**config.mk**
```make
export PLATFORM = sky130hd
export DESIGN_NAME = sprite_engine
export DESIGN_NICKNAME = d
export VERILOG_FILES = /design/src/rtl/ppu_pkg.sv /design/src/rtl/sprite_slot.sv /design/src/rtl/sprite_engine.sv
export SDC_FILE = /design/constraint.sdc
export NUM_CORES = 1
export LEC_CHECK = 0
export BUFFER_PORTS_ARGS = -buffer_cell sky130_fd_sc_hd__buf_2
export CORE_MARGIN = 5
export CORE_UTILIZATION = 50
export DETAILED_ROUTE_END_ITERATION = 10
export GPL_TIMING_DRIVEN = 0
export PLACE_DENSITY = 0.67
export SLEW_MARGIN = 30
export SYNTH_ARGS = -nofsm -noshare
export SYNTH_HDL_FRONTEND = slang
export SYNTH_SLANG_ARGS = --single-unit
```
**constraint.sdc**
```tcl
create_clock -name clk -period 12 [get_ports clk]
set_clock_uncertainty 0.1 [all_clocks]
set_input_delay 3.6 -clock clk [delete_from_list [all_inputs] [get_ports clk]]
set_output_delay 3.6 -clock clk [all_outputs]
set_load 0.005 [all_outputs]
```
**src/rtl/ppu_pkg.sv**
```systemverilog
// ppu_pkg: shared sprite slot record, cycle landmarks, FSM states and helpers
package ppu_pkg;
    typedef enum logic [2:0] {IDLE, CLEAR, EVAL, WAIT, FETCH} state_t;
    typedef struct packed {
        logic [7:0] y;
        logic [7:0] tile;
        logic [7:0] attr;
        logic [7:0] x;
        logic [3:0] row;
        logic       is_sp0;
    } sprite_slot_t;
    localparam logic [8:0] EVAL_START  = 9'd65;
    localparam logic [8:0] FETCH_START = 9'd257;
    localparam logic [8:0] LOAD_CYCLE  = 9'd320;
    localparam int PPUCTRL_S = 3;
    localparam int PPUCTRL_H = 5;
    function automatic logic [7:0] rev8(input logic [7:0] b);
        logic [7:0] r;
        for (int i = 0; i < 8; i++) r[i] = b[7 - i];
        return r;
    endfunction
endpackage

```
**src/rtl/sprite_slot.sv**
```systemverilog
// sprite_slot: one render slot -- x delay counter, attribute latch and 2x8 pattern shifter
module sprite_slot (
    input  logic       clk,
    input  logic       rst,
    input  logic       load,
    input  logic       shift,
    input  logic [7:0] x_in,
    input  logic [7:0] attr_in,
    input  logic [7:0] p0_in,
    input  logic [7:0] p1_in,
    output logic [3:0] px,
    output logic       pri
);
    logic [7:0] x, attr, sh0, sh1;
    logic unused_ok;
    // count down to the sprite's left edge, then shift one pixel per visible dot
    always_ff @(posedge clk) begin
        if (rst) begin
            x <= '0;
            attr <= '0;
            sh0 <= '0;
            sh1 <= '0;
        end else if (load) begin
            x <= x_in;
            attr <= attr_in;
            sh0 <= p0_in;
            sh1 <= p1_in;
        end else if (shift) begin
            if (x != 8'd0) x <= x - 8'd1;
            else begin
                sh0 <= {sh0[6:0], 1'b0};
                sh1 <= {sh1[6:0], 1'b0};
            end
        end
    end
    assign px = {attr[1:0], (x == 8'd0) ? {sh1[7], sh0[7]} : 2'b00};
    assign pri = attr[5];
    assign unused_ok = ^{attr[7:6], attr[4:2]};
endmodule

```
**src/rtl/sprite_engine.sv**
```systemverilog
// sprite_engine: per-scanline sprite evaluation, pattern fetch and prioritised pixel output (SPRITE_COUNT_EN adds sp_count)
module sprite_engine import ppu_pkg::*; #(
    parameter int NUM_SPRITES = 8,
    parameter int SLOT_CYCLES = 64 / NUM_SPRITES
) (
    input  logic        clk,
    input  logic        rst,
    input  logic        rend,
    input  logic [8:0]  cycle,
    input  logic [8:0]  scan,
    input  logic        prerender,
    input  logic [7:0]  ppuctrl,
    input  logic        px_en,
    output logic [5:0]  oam_rd_idx,
    input  logic [31:0] oam_rd_data,
    output logic [12:0] pattern_idx,
    input  logic [7:0]  data_i,
    output logic [3:0]  sp_px,
    output logic        sp_pri,
    output logic        sp0_opaque,
    output logic        sp_of
`ifdef SPRITE_COUNT_EN
    ,
    output logic [$clog2(NUM_SPRITES+1)-1:0] sp_count
`endif
);
    localparam int CW = $clog2(NUM_SPRITES + 1);
    localparam int SW = $clog2(NUM_SPRITES);
    localparam int OW = $clog2(SLOT_CYCLES);
    state_t state;
    logic [CW-1:0] count;
    sprite_slot_t oam2 [NUM_SPRITES];
    logic [7:0] pat0 [NUM_SPRITES], pat1 [NUM_SPRITES], p0n [NUM_SPRITES], p1n [NUM_SPRITES];
    logic [3:0] slot_px [NUM_SPRITES];
    logic slot_pri [NUM_SPRITES];
    logic sp0_flag, cmp, hit, fetch, cap_en, plane, load, unused_ok;
    logic [8:0] d;
    logic [5:0] t;
    logic [SW-1:0] s;
    logic [OW-1:0] o;
    logic [3:0] r;
    logic [7:0] capv, tile, attr;
    assign d = scan - {1'b0, oam_rd_data[7:0]};
    assign hit = d < (ppuctrl[PPUCTRL_H] ? 9'd16 : 9'd8);
    assign cmp = rend && state == EVAL && cycle > EVAL_START && cycle <= EVAL_START + 9'd64;
    assign oam_rd_idx = (rend && state == EVAL && cycle >= EVAL_START && cycle < EVAL_START + 9'd64) ? 6'(cycle - EVAL_START) : '0;
    assign fetch = rend && state == FETCH;
    assign t = 6'(cycle - FETCH_START);
    assign s = t[5:OW];
    assign o = t[OW-1:0];
    assign plane = o[1];
    assign tile = oam2[s].tile;
    assign attr = oam2[s].attr;
    assign r = attr[7] ? ~oam2[s].row : oam2[s].row;
    assign pattern_idx = !fetch ? '0 : ppuctrl[PPUCTRL_H] ? {tile[0], tile[7:1], r[3], plane, r[2:0]} : {ppuctrl[PPUCTRL_S], tile, plane, r[2:0]};
    assign cap_en = fetch && o[0] && (o >> 2) == '0;
    assign capv = ({1'b0, s} >= count) ? 8'd0 : attr[6] ? rev8(data_i) : data_i;
    assign load = fetch && cycle == LOAD_CYCLE;
    // next pattern latch values, so a capture on the load cycle reaches the shifter directly
    always_comb begin
        for (int i = 0; i < NUM_SPRITES; i++) begin
            p0n[i] = (cap_en && !plane && s == SW'(i)) ? capv : pat0[i];
            p1n[i] = (cap_en && plane && s == SW'(i)) ? capv : pat1[i];
        end
    end
    // pattern byte latches filled during the fetch window
    always_ff @(posedge clk) begin
        if (rst) begin
            pat0 <= '{default: '0};
            pat1 <= '{default: '0};
        end else begin
            pat0 <= p0n;
            pat1 <= p1n;
        end
    end
    // line sequencer, secondary OAM fill and sticky overflow flag
    always_ff @(posedge clk) begin
        if (rst) begin
            state <= IDLE;
            count <= '0;
            sp_of <= 1'b0;
            sp0_flag <= 1'b0;
            oam2 <= '{default: '0};
        end else begin
            if (!rend) state <= IDLE;
            else case (state)
                IDLE:  if (cycle == 9'd1) state <= CLEAR;
                CLEAR: if (cycle == EVAL_START - 9'd1) state <= EVAL;
                EVAL:  if (cycle == EVAL_START + 9'd64) state <= WAIT;
                WAIT:  if (cycle == FETCH_START - 9'd1) state <= FETCH;
                FETCH: if (cycle == LOAD_CYCLE) state <= IDLE;
                default: state <= IDLE;
            endcase
            if (rend && (state == CLEAR || (state == IDLE && cycle == 9'd1))) count <= '0;
            if (cmp && hit && count < CW'(NUM_SPRITES)) begin
                oam2[count[SW-1:0]] <= '{y: oam_rd_data[7:0], tile: oam_rd_data[15:8], attr: oam_rd_data[23:16],
                                         x: oam_rd_data[31:24], row: d[3:0], is_sp0: cycle == EVAL_START + 9'd1};
                count <= count + 1'b1;
            end
            if (prerender && cycle == 9'd1) sp_of <= 1'b0;
            else if (cmp && hit && count == CW'(NUM_SPRITES)) sp_of <= 1'b1;
            if (load) sp0_flag <= oam2[0].is_sp0;
        end
    end
`ifdef SPRITE_COUNT_EN
    // sprites stored for the line being rendered
    always_ff @(posedge clk) begin
        if (rst) sp_count <= '0;
        else if (load) sp_count <= count;
    end
`endif
    for (genvar g = 0; g < NUM_SPRITES; g++) begin : g_slot
        sprite_slot u_slot (
            .clk(clk), .rst(rst), .load(load), .shift(rend && px_en),
            .x_in(oam2[g].x), .attr_in(oam2[g].attr), .p0_in(p0n[g]), .p1_in(p1n[g]),
            .px(slot_px[g]), .pri(slot_pri[g])
        );
    end
    // lowest-index opaque slot wins; y fields are only needed for the hit test
    always_comb begin
        sp_px = '0;
        sp_pri = 1'b1;
        unused_ok = ^{ppuctrl[7:6], ppuctrl[4], ppuctrl[2:0]};
        for (int i = NUM_SPRITES - 1; i >= 0; i--) begin
            unused_ok = unused_ok ^ (^oam2[i].y);
            if (slot_px[i][1:0] != 2'b00) begin
                sp_px = slot_px[i];
                sp_pri = slot_pri[i];
            end
        end
        sp0_opaque = sp0_flag && slot_px[0][1:0] != 2'b00;
    end
endmodule

```
; ---- Yosys cells after proc, flatten, opt, wreduce, memory -nomap -nowiden
; Cells that the tools add are included.
[word_totals]
reg_bits = 673
input_bits = 71
elab_cells = 384
[op_classes]
n_addsub = 12
magnitude_cmp = 10
eq_ne = 31
mux = 133
bitwise_logic = 4
n_reduce_logical = 94
[ops]
columns = operator, n
row1 = $mux 8, 90
row2 = $bwmux 296, 1
row3 = $bmux 37 s3, 1
row4 = $demux 37 s3, 1
row5 = $logic_not 8->1, 8
row6 = $reduce_bool 8->1, 8
row7 = $sub 8x1->8 const B, 8
row8 = $mux 29, 2
row9 = $mux 4, 11
row10 = $mux 37, 1
row11 = $logic_and 1x1->1, 36
row12 = $reduce_bool 2->1, 18
row13 = $reduce_and 2->1, 16
row14 = $mux 13, 2
row15 = $ne 2x2->1 const B, 10
row16 = $eq 9x7->1 const B, 2
row17 = $eq 9x9->1 const B, 2
row18 = $mux 2, 8
row19 = $eq 3x3->1 const B, 5
row20 = $mux 3, 5
row21 = $pmux 3 s5, 1
row22 = $eq 3x2->1 const B, 4
row23 = $sub 6x1->6 const B, 2
row24 = $eq 9x1->1 const B, 1
row25 = other kinds (26), 41

; ---- Logic depth before layout (Yosys ltp)
[depth]
word_depth = 11
ltp_mapped = 16
depth_no_buf = 14

; ---- Modules after synthesis
; From an unflattened synthesis, not the netlist that was laid out.
[unflattened]
cells_unflattened = 3100
area_unflattened_um2 = 26760.7
[modules_own_cells]
columns = mod, n_inst, cells_per_inst, area_each_um2
row1 = sprite_engine, 1, 1836, 15610.0
row2 = sprite_slot, 8, 158, 1393.8

; ---- Least setup slack after synthesis
; OpenSTA, ideal clock, no wires.
[synth_path]
path_kind = input to output
from = in cycle[3]
to = out pattern_idx[2]
arrival_time_ns = 5.647
t_required_ns = 8.300
path_slack_ns = 2.653
stages = 8
path_buffers = 2
path_cell_list = or4_1 > clkbuf_2 > or3_1 > and2_4 > inv_4 > clkbuf_1 > mux2i_1 > mux2i_1
[synth_via]
elab_chain_len = 9
[synth_lines]
columns = element, line_no
row1 = from (decl), sprite_engine.sv:9  ; input logic [8:0] cycle,
row2 = $sub 6x1->6 *, sprite_engine.sv:48  ; assign t = 6'(cycle - FETCH_START);
row3 = $not 3->4 (implied by the code) *, "sprite_engine.sv:53, sprite_engine.sv:54"
row4 = $bmux 37 s3 *, "sprite_engine.sv:53, sprite_engine.sv:54"
row5 = $mux 29 (implied by the code) * (2 in a row), sprite_engine.sv:54  ; assign r = attr[7] ? ~oam2[s].row : oam2[s].row;
row6 = $not 4->4, sprite_engine.sv:54
row7 = $mux 4 *, sprite_engine.sv:54
row8 = $mux 13 * (2 in a row), sprite_engine.sv:55  ; assign pattern_idx = !fetch ? '0 : ppuctrl[PPUCTRL_H] ? {tile[0], tile[7:1], r[3], plane, r[2:0]} : {ppuctrl[P ...
row9 = to (decl), sprite_engine.sv:16  ; output logic [12:0] pattern_idx,
; Every way passes the cells marked *; elsewhere a longest branch is shown, timed or not. The select of a mux whose other input is x is not followed.

; ---- Final worst setup path
[layout_path]
from = in cycle[0]
to = out pattern_idx[11]
[layout_via]
elab_chain_len = 7
[layout_lines]
columns = element, line_no
row1 = $sub 6x1->6, sprite_engine.sv:48
row2 = $not 3->4 (implied by the code), sprite_engine.sv:52  ; assign tile = oam2[s].tile;
row3 = $bmux 37 s3, sprite_engine.sv:52
row4 = $mux 29 (2 in a row), --
row5 = $mux 13 (2 in a row), sprite_engine.sv:55
; No other way between the ends. The select of a mux whose other input is x is not followed.

==> PnR_summary.wiki <==
{| class="wikitable"
! Metric !! Value
|-
| Worst vdd rail ir drop || 118 uV
|-
| Post-route non-filler standard cell count || 3,299
|-
| Antenna violation net count after detailed routing || 0
|-
| Number of hold buffers added after cts || 0
|-
| Number of gates resized after CTS || 0
|-
| Number of warning messages in the yosys log || 0
|-
| Post-synthesis cell type with the largest combined area || sky130_fd_sc_hd__dfxtp_1
|-
| Via count of the first global-routing pass || 19,500
|-
| Net count of the mapped netlist || about 2,600
|-
| Crit path arrival time || 6.96 ns
|-
| Cell repeated most along the worst path || sky130_fd_sc_hd__buf_2
|-
| Initial antenna violation count || 2
|-
| Number of flip-flops and latches in the synthesized netlist || 554
|-
| Cell count after placement || around 3,200
|-
| Global-route usage over all layers || 28.2%
|-
| Part of the Yosys area used for sequential elements || between 40% and 50%
|-
| Cell area after synthesis || approximately 24,000 um^2
|-
| Run status || finished, final reports clean
|-
| Number of failing setup endpoints in the final timing report || 0
|-
| Worst hold-check path type || reg -> reg
|-
| Clock sink count || 554
|-
| Critical Path End Type || output pin
|-
| Static leakage || between 10 and 15 nW
|-
| Number of vias after detailed routing || 20,400
|-
| Post-synthesis async set-or-reset flop share || 0%
|-
| Wirelength per Cell || 22.6 um
|-
| Total clock buffers created by CTS || 56
|-
| Worst Setup Start Kind || input port
|-
| Total Die Area || 51,800 um^2
|-
| Number of distinct standard cells referenced by the synthesized netlist || between 60 and 70
|-
| Power density over cell area || around 170 nW/um^2
|-
| Mean Syn Cell Area || 9.45 um^2
|-
| Total of max-cap violations || 0
|-
| Cell family with most CP delay || buffers and inverters
|-
| Global-route wire length before repair || 114 mm
|-
| Maximum number of pins on one net before global-route repair || 15
|-
| Detailed-route vias per instance || approximately 6.2
|-
| Cell with the most instances after synthesis || sky130_fd_sc_hd__dfxtp_1
|-
| Clock Root Buffer || sky130_fd_sc_hd__clkbuf_16
|-
| Setup repair after global routing missed its margin || false
|-
| Worst-path maximum fanout || 10
|-
| Fraction of the cycle the final worst path needs || 88.8%
|-
| TritonCTS clock tree || yes
|-
| Cells along the critical path || buf_2, inv_1, ha_1, nor3b_2, xnor2_1, clkbuf_1, buf_1, mux4_2, nand2_1, a21oi_1, buf_2
|-
| Count of standard-cell rows || 79
|-
| Number of buffers added for setup after CTS || 0
|-
| Chip width || 228 um
|-
| Required time of the critical path || ~8.3 ns
|-
| Most instantiated flip-flop cell in the synthesis netlist || sky130_fd_sc_hd__dfxtp_1
|-
| CP max-delay cell || sky130_fd_sc_hd__buf_1
|-
| Number of primary I/O pins || 97
|-
| Final period demand of the worst path || 10.66 ns
|-
| Remaining global-route overflow || 0
|-
| Hold WS || 0.351 ns
|-
| Top-area cell type share of the netlist area || 46.9%
|-
| Max incr delay on CP || roughly 0.7 ns
|-
| Initial core utilization || 50.7%
|-
| Hold violation total from the final report || 0
|-
| Number of port buffers || between 80 and 90
|-
| Class of the most critical setup path || in -> out
|-
| Total of fill cells in the finished design || 4,254
|-
| WL final || 74.7 mm
|-
| Highest clock frequency the design can meet || 93.8 MHz
|-
| DRC viols || 0
|-
| Top cells by area in the synthesized netlist || sky130_fd_sc_hd__dfxtp_1, sky130_fd_sc_hd__nand3b_1, sky130_fd_sc_hd__o21ai_0
|-
| Count of final max-slew check failures || 0
|-
| Drt initial violations || 2,176
|-
| Height of the chip || 228 um
|-
| Layout overhead on the synthesized area || 13.3%
|-
| Clock-pin slew reported for the worst setup and hold paths after clock tree synthesis || 0.06 ns
|-
| Clock latency on the worst-skew pair || 0.62 ns
|-
| Max clock buf depth || 3
|-
| Layout cells sized above 1 || 9.75%
|-
| Setup tns final || 0 ns
|-
| Final Wtd Congestion || 0.894
|-
| H-Tree Level Count || 2
|-
| Core area || 46,700 um^2
|-
| Final net count || 2,747
|-
| Number of synthesized flops with an enable pin || 0
|-
| HPWL after detailed placement || 52.4 mm
|-
| Max_slew headroom || 30.1%
|-
| Critical path buffers and inverters || 5
|-
| Leading cell types by count after synthesis || sky130_fd_sc_hd__dfxtp_1, sky130_fd_sc_hd__nand3b_1, sky130_fd_sc_hd__o21ai_0
|-
| Number of standard cells after synthesis || ~2,500
|-
| Worst path setup slack after routing || 1.34 ns
|-
| Pre-CTS setup slack || 1.37 ns
|-
| Worst-Margin Slew || 1.02 ns
|-
| Number of optimization iterations in the first detailed-route pass || 6
|}
## area by class of cell
cell class	count	area [um^2]	area share (%)
Timing Repair Buffer	87	435	1.63
Multi-Input combinational cell	1712	11600	43.4
Clock buffer	88	1730	6.47
Tap cell	607	759	2.83
Inverter	42	160	0.598
Sequential cell	554	11100	41.4
Clock inverter	11	165	0.616
Antenna cell	4	10.0	0.0374
Buffer	194	815	3.04
## tightest hold or removal path, stage by stage (launching register included)
cell,delay [ns]
sky130_fd_sc_hd__dfxtp_1,0.32
sky130_fd_sc_hd__nand2_1,0.05
sky130_fd_sc_hd__a21oi_1,0.05
## flip-flops by register name, indices dropped and copies added, names as in the netlist
| name | count |
|---|---|
| sp_of | 1 |
| pat0 | 64 |
| g_slot.u_slot.sh1 | 64 |
| sp0_flag | 1 |
| g_slot.u_slot.attr | 24 |
| oam2 | 201 |
| state | 3 |
| count | 4 |
| g_slot.u_slot.sh0 | 64 |
| g_slot.u_slot.x | 64 |
| pat1 | 64 |
## cell usage in the layout (no fill, tap or decap), types with 10 or more instances in the layout
master	n
sky130_fd_sc_hd__inv_1	39
sky130_fd_sc_hd__nor2_1	123
sky130_fd_sc_hd__ha_1	28
sky130_fd_sc_hd__a32o_1	11
sky130_fd_sc_hd__o31ai_1	72
sky130_fd_sc_hd__clkbuf_16	57
sky130_fd_sc_hd__nand2b_1	29
sky130_fd_sc_hd__nor3_1	29
sky130_fd_sc_hd__o21ai_0	264
sky130_fd_sc_hd__and3_1	10
sky130_fd_sc_hd__nand2_1	203
sky130_fd_sc_hd__a21oi_1	64
sky130_fd_sc_hd__clkbuf_1	174
sky130_fd_sc_hd__mux4_2	22
sky130_fd_sc_hd__nor3b_1	14
sky130_fd_sc_hd__o21a_1	12
sky130_fd_sc_hd__nand3_1	24
sky130_fd_sc_hd__a22oi_1	119
sky130_fd_sc_hd__nor2b_1	12
sky130_fd_sc_hd__nor4_1	15
sky130_fd_sc_hd__xor2_1	19
sky130_fd_sc_hd__dfxtp_1	554
sky130_fd_sc_hd__a211oi_1	62
sky130_fd_sc_hd__clkbuf_8	19
sky130_fd_sc_hd__o31ai_2	10
sky130_fd_sc_hd__or3_1	11
sky130_fd_sc_hd__xnor2_1	39
sky130_fd_sc_hd__nand3b_1	284
sky130_fd_sc_hd__o211ai_1	11
sky130_fd_sc_hd__mux2i_1	126
sky130_fd_sc_hd__buf_2	101
## per-stage QoR
| step | power [mW] | instance area (um^2) | utilization [%] |
|---|---|---|---|
| finish | 4.63 | 26800 | 57.4 |
| global route | 4.79 | 26800 | 57.4 |
| CTS | 4.63 | 26800 | 57.4 |
| detailed placement | 2.84 | 24900 | 53.3 |
| global placement | 2.81 | 24800 | 53.3 |
| floorplan | 2.59 | 23700 | - |
## worst paths after layout
kind	startpoint	endpoint	slack, ns	depth (start not counted)
max	cycle[0]	pattern_idx[11]	1.34	11
min	oam2[259]	sp0_flag	0.35	2
max reg2reg	state[1]	oam2[241]	8.04	10
min reg2reg	oam2[259]	sp0_flag	0.35	2
## routing by layer
metal	GRT usage (%)	wire length [um]
met2	44.2	33500
met1	40.7	32900
met3	4.68	6200
met5	0	0
met4	7.89	2020
## cells by family (layout without fill, tap and decap cells)
family	after synthesis	count (layout)	share of synthesized area (%)
other cells	0	4	0
compound gates	674	674	18.5
mux	148	148	7.43
buf+inv	236	422	4.12
flops	554	554	46.9
simple gates	803	803	19.3
fa+ha+maj	29	29	1.57
xor+xnor	58	58	2.15
## power by group
group	internal, mW	switching, mW
combinational	0.337	0.515
sequential	1.91	0.0628
clock	1.07	0.734
total	3.31	1.31
Note: power is estimated with default switching activity, not from simulation.
